$ cat src/rtl/tx_link_sequencer.sv
// PIPE transmit sequencer: idle -> detect -> TS1 training or compliance -> L0 with periodic SKP sets.
// Outputs registered (user symbol latency 1); user_ready is withheld on the pre-SKP slot and during SKP.
module tx_link_sequencer #(
  parameter int DETECT_CYCLES = 8,
  parameter int RETRY_CYCLES  = 32,
  parameter int TS1_COUNT     = 16,
  parameter int SKP_INTERVAL  = 128
) (
  input  logic       TXCLK,
  input  logic       Reset,
  input  logic       link_en,
  input  logic       cfg_compliance,
  input  logic       cfg_loopback,
  input  logic       RXDET_O,
  input  logic [7:0] user_data,
  input  logic       user_datak,
  input  logic       user_valid,
  output logic       user_ready,
  output logic [7:0] TXDATA,
  output logic       TXDATAK,
  output logic       TXCOMP,
  output logic       TXIDLE,
  output logic       RXDET,
  output logic       RXLOOPB,
  output logic       link_up,
  output logic [2:0] state
);

  typedef enum logic [2:0] {
    S_ELEC_IDLE  = 3'd0,
    S_DETECT     = 3'd1,
    S_TRAIN      = 3'd2,
    S_COMPLIANCE = 3'd3,
    S_L0         = 3'd4,
    S_SKP        = 3'd5
  } state_t;

  localparam logic [15:0] RETRY_LAST  = 16'(RETRY_CYCLES - 1);
  localparam logic [15:0] DETECT_LAST = 16'(DETECT_CYCLES - 1);
  localparam logic [15:0] TRAIN_LAST  = 16'(TS1_COUNT * 16 - 1);
  localparam logic [15:0] SKP_LAST    = 16'(SKP_INTERVAL - 1);

  state_t      st_q, st_d;
  logic [15:0] cnt_q, cnt_d, skp_q, skp_d;
  logic [7:0]  data_d;
  logic        datak_d, comp_d, idle_d, rxdet_d, loopb_d, up_d;
  logic        accept;

  assign state      = st_q;
  assign user_ready = (st_q == S_L0) && (skp_q != SKP_LAST);
  assign accept     = user_valid && user_ready;

  always_comb begin
    st_d  = st_q;
    cnt_d = cnt_q;
    skp_d = skp_q;
    if (!link_en) begin
      st_d  = S_ELEC_IDLE;
      cnt_d = '0;
      skp_d = '0;
    end else begin
      case (st_q)
        S_ELEC_IDLE: begin
          if (cnt_q == RETRY_LAST) begin
            st_d  = S_DETECT;
            cnt_d = '0;
          end else begin
            cnt_d = cnt_q + 16'd1;
          end
        end
        S_DETECT: begin
          if (cnt_q == DETECT_LAST) begin
            cnt_d = '0;
            if (!RXDET_O)           st_d = S_ELEC_IDLE;
            else if (cfg_compliance) st_d = S_COMPLIANCE;
            else                     st_d = S_TRAIN;
          end else begin
            cnt_d = cnt_q + 16'd1;
          end
        end
        S_TRAIN: begin
          if (cnt_q == TRAIN_LAST) begin
            st_d  = S_L0;
            cnt_d = '0;
            skp_d = '0;
          end else begin
            cnt_d = cnt_q + 16'd1;
          end
        end
        // Only the pattern phase matters, so the counter stays within 0..3.
        S_COMPLIANCE: cnt_d = {14'd0, cnt_q[1:0] + 2'd1};
        S_L0: begin
          if (skp_q == SKP_LAST) begin
            st_d  = S_SKP;
            cnt_d = '0;
            skp_d = '0;
          end else begin
            skp_d = skp_q + 16'd1;
          end
        end
        S_SKP: begin
          if (cnt_q == 16'd3) begin
            st_d  = S_L0;
            cnt_d = '0;
            skp_d = '0;
          end else begin
            cnt_d = cnt_q + 16'd1;
          end
        end
        default: begin
          st_d  = S_ELEC_IDLE;
          cnt_d = '0;
          skp_d = '0;
        end
      endcase
    end
  end

  // Output values are decoded from the upcoming state so they align with it.
  always_comb begin
    data_d  = 8'h00;
    datak_d = 1'b0;
    comp_d  = 1'b0;
    idle_d  = 1'b1;
    rxdet_d = 1'b0;
    loopb_d = 1'b0;
    up_d    = 1'b0;
    case (st_d)
      S_DETECT: rxdet_d = 1'b1;
      S_TRAIN: begin
        idle_d = 1'b0;
        if (cnt_d[3:0] == 4'd0) begin
          data_d  = 8'hBC;
          datak_d = 1'b1;
        end else begin
          data_d = 8'h4A;
        end
      end
      S_COMPLIANCE: begin
        idle_d = 1'b0;
        case (cnt_d[1:0])
          2'd0: begin data_d = 8'hBC; datak_d = 1'b1; comp_d = 1'b1; end
          2'd1: data_d = 8'hB5;
          2'd2: begin data_d = 8'hBC; datak_d = 1'b1; end
          default: data_d = 8'h4A;
        endcase
      end
      S_L0: begin
        idle_d  = 1'b0;
        up_d    = 1'b1;
        loopb_d = cfg_loopback;
        if (accept) begin
          data_d  = user_data;
          datak_d = user_datak;
        end
      end
      S_SKP: begin
        idle_d  = 1'b0;
        up_d    = 1'b1;
        loopb_d = cfg_loopback;
        datak_d = 1'b1;
        data_d  = (cnt_d[1:0] == 2'd0) ? 8'hBC : 8'h1C;
      end
      default: ;
    endcase
  end

  always_ff @(posedge TXCLK or negedge Reset) begin
    if (!Reset) begin
      st_q    <= S_ELEC_IDLE;
      cnt_q   <= '0;
      skp_q   <= '0;
      TXDATA  <= 8'h00;
      TXDATAK <= 1'b0;
      TXCOMP  <= 1'b0;
      TXIDLE  <= 1'b1;
      RXDET   <= 1'b0;
      RXLOOPB <= 1'b0;
      link_up <= 1'b0;
    end else begin
      st_q    <= st_d;
      cnt_q   <= cnt_d;
      skp_q   <= skp_d;
      TXDATA  <= data_d;
      TXDATAK <= datak_d;
      TXCOMP  <= comp_d;
      TXIDLE  <= idle_d;
      RXDET   <= rxdet_d;
      RXLOOPB <= loopb_d;
      link_up <= up_d;
    end
  end

endmodule
$ cat config.mk
export PLATFORM = sky130hd
export DESIGN_NAME = tx_link_sequencer
export DESIGN_NICKNAME = d
export VERILOG_FILES = /design/src/rtl/tx_link_sequencer.sv
export SDC_FILE = /design/constraint.sdc
export NUM_CORES = 1
export LEC_CHECK = 0
export CAP_MARGIN = 0
export CELL_PAD_IN_SITES_DETAIL_PLACEMENT = 0
export CELL_PAD_IN_SITES_GLOBAL_PLACEMENT = 1
export CORE_MARGIN = 4
export CORE_UTILIZATION = 42
export CTS_CLUSTER_SIZE = 20
export DETAILED_ROUTE_END_ITERATION = 12
export GPL_TIMING_DRIVEN = 0
export MAX_ROUTING_LAYER = met4
export PLACE_DENSITY_LB_ADDON = 0.1
export SLEW_MARGIN = 5
export SYNTH_ARGS = -nofsm -noshare
export SYNTH_HDL_FRONTEND = slang
export SYNTH_SLANG_ARGS = --single-unit
$ cat constraint.sdc
create_clock -name TXCLK -period 2.9 [get_ports TXCLK]
set_clock_uncertainty 0.2 [all_clocks]
set_input_delay 0.29 -clock TXCLK [delete_from_list [all_inputs] [get_ports TXCLK]]
set_output_delay 0.29 -clock TXCLK [all_outputs]
set_load 0.01 [all_outputs]
==> impl_metrics.yaml <==
grt:
  antenna_found_initial: 0
  grt-ovfl-total: 0
  grt_max_degree: 35
  grt_pass1_wl_um: 12190
  grt_pass1_vias: 2473
  grt_usage_pct: 18.81
worst_hold_path:
  hold_path.class: "in2async"
setup_path:
  endpoint_kind: "flop"
  critical_path_class: "reg2reg"
  reg2reg_depth: 8
  cp.arrival_ns: 2.83
  cp-start-kind: "flop"
  worstPathRequired_ns: 2.95
  critPathMaxFanout: 8
clock_network:
  cts_buffer_depth: 2
  clk_latency_ns: 0.31
  tritoncts: "yes"
  cts-root-buf: "clkbuf_8"
  cts_buffers: 5
  clkSlewWorstSetupHoldPaths_ns: 0.10
  cts.sinks: 49
  cts_max_level: 2
synthesis:
  async_flop_share_pct: 100.0
  synth_seq_cells: 49
  avgSynthCellArea_um2: 8.986
  synth_edf_count: 0
  synth_top_area_share_pct: 42.57
  synth.cell_area_um2: 2821
  synth_common_cells: "48 x dfrtp_1, 44 x o21ai_0, 36 x nand2_1"
  synth_nets: 332
  synth_top_area_cell: "dfrtp_1"
  yosys.cell_count.top_type: "dfrtp_1"
  ys_types: 66
  yosys_warnings: 0
  yosys-top-cells-area: "dfrtp_1 43%, o21ai_0 7.8%, nand2_1 4.8%"
  yosysSeqAreaShare_pct: 43.50
  synthFlopType: "dfrtp_1"
  synthCells: 314
route:
  drtIter0Drc: 105
  drc: 0
  ant_nets: 0
  routed_via_density: 5.813
  wl_per_cell_um: 16.46
  wirelength_um: 7224
  drtPass1Iterations: 4
  num_vias: 2552
floorplan:
  die_area_um2: 8093
  ios: 34
  start_util_pct: 43.93
  dieHeight_um: 89.96
  fp.dieW_um: 89.96
  coreArea_um2: 6422
  num_rows: 29
timing:
  holdWs_ns: 0.2313
  setup_tns_ns: 0
  fin_crit_ns: 2.783
  finalSetupViolations: 0
  fmax_mhz: 359.3
  worst_pin_slew_ns: 0.5985
  slew_violations: 0
  hold_violations: 0
  period_share_pct: 95.97
  rsz0062_at_grt: "no"
  relSlewSlack_pct: 60.10
cells_and_area:
  num_antenna_cells: 0
  fill_cells: 588
  drive_gt1_share_pct: 15.19
  finish.utilization_pct: 54.47
  syn2layout_area_growth_pct: 23.99
  fin_area_um2: 3498
  nets: 379
power:
  p_per_area_nw_per_um2: 396.5
  p_seq_share_pct: 49.9
  total_leakage_power_uw: 0.001503
  max-vdd-ir-drop_v: 0.0001832
  comb_power_share_pct: 7.1
  clockPowerShare_pct: 43.0
  p_int_uw: 1078
  p_sw_uw: 309.1
  switching_share_pct: 22.29
place:
  dpl.hpwl_um: 5157
  portBuffers: 33
  place_area_um2: 3263
  gp_congestion: 0.8488
run:
  maxCapViolCount: 0
run_status:
  outcome: "finished clean"
-- layout make-up --
class | instances | area, um^2 | area share (%)
plain buffers | 16 | 102.6 | 2.933
clock buffers | 5 | 68.82 | 1.967
clock inverters | 3 | 68.82 | 1.967
inverters | 11 | 41.29 | 1.180
multi-input cells | 238 | 1499 | 42.85
flip-flops and latches | 49 | 1229 | 35.12
well taps | 77 | 96.34 | 2.754
repair buffers | 40 | 392.9 | 11.23
-- sequential cells by signal, indices dropped and copies added, names as in the netlist --
signal,flops
RXDET,1
RXLOOPB,1
TXCOMP,1
TXDATA,8
TXDATAK,1
TXIDLE,1
cnt_q,16
link_up,1
skp_q,16
state,3
-- metal layers --
layer  part of all wire, %  up-vias  wire length, um  global-route usage [%]
met5                     0        -                0                       -
met4                  0.55        0               40                   4.592
met3                   2.5        4              181                   2.922
met2                    47       55             3371                   29.26
met1                    50     1230             3630                   25.95
li1                      -     1263                -                       -
-- stage by stage --
| step | std cells | total power [uW] | setup slack (ns) |
|---|---|---|---|
| 2_1_floorplan | 314 | 748.7 | 0.3810 |
| 3_3_place_gp | 424 | 798.9 | -0.2546 |
| 3_5_place_dp | 425 | 801.7 | -0.3329 |
| 4_1_cts | 439 | 1407 | 0.01452 |
| 5_1_grt | 439 | 1437 | 0.001019 |
| 6_report | 439 | 1387 | 0.1169 |
-- kinds of logic (layout without fill, tap and decap cells) --
logic type	Yosys count	after routing	share of synthesized area (%)
DFF	49	49	43.50
xor gates and xnor gates	4	4	1.242
buffers and inverters	27	75	4.966
adders and majority gates	2	2	0.8868
AOI/OAI and AO/OA	97	97	22.40
and+or+nand+nor	135	135	27.01
-- power groups by stage --
stage          clock network, uW  logic (uW)  registers, uW
6_report                     597        98.4            692
5_1_grt                      635         110            692
4_1_cts                      615         101            691
3_5_place_dp                   0        97.0            705
3_3_place_gp                   0        93.9            705
2_1_floorplan                  0        45.6            703
-- critical path, stage by stage, from the launching register on --
cell      delay (ns)
dfrtp_1         0.45
or4_4           0.60
nor4_4          0.39
o32a_2          0.22
nand4b_2        0.13
and2_4          0.18
buf_6           0.12
a311o_1         0.33
nand3_1         0.10
-- worst paths after layout --
check / startpoint / end / slack (ns)
setup / recovery: cnt_q[8] / TXDATA[2] / 0.12
hold / removal: Reset / skp_q[0] / 0.23
setup reg to reg: cnt_q[8] / TXDATA[2] / 0.12
hold reg to reg: skp_q[15] / skp_q[15] / 0.32
max in group asynchronous: Reset / TXIDLE / 1.69
min in group TXCLK: skp_q[15] / skp_q[15] / 0.32
-- repair_timing --
item | 4_1_cts | 5_1_grt
setup buffers | 5 | 0
resized for setup | 8 | 8
pin swaps | 3 | 1
cloned | 0 | 0
endpoints found under the setup margin | 30 | 30
hold buffers | 1 | 0
endpoints found under the hold margin | 15 | 0
-- cell usage in the layout, fill, tap and decap left out, types with 9 or more instances in the layout --
cell and instances:
and3_1 9, dfrtp_1 47, a21oi_1 12, nor2_1 21, inv_1 9, nand3_1 16, o21ai_0 43, nand4_1 9
clkdlybuf4s50_1 32, nand2_1 35
(Power assumes the default switching activity.)
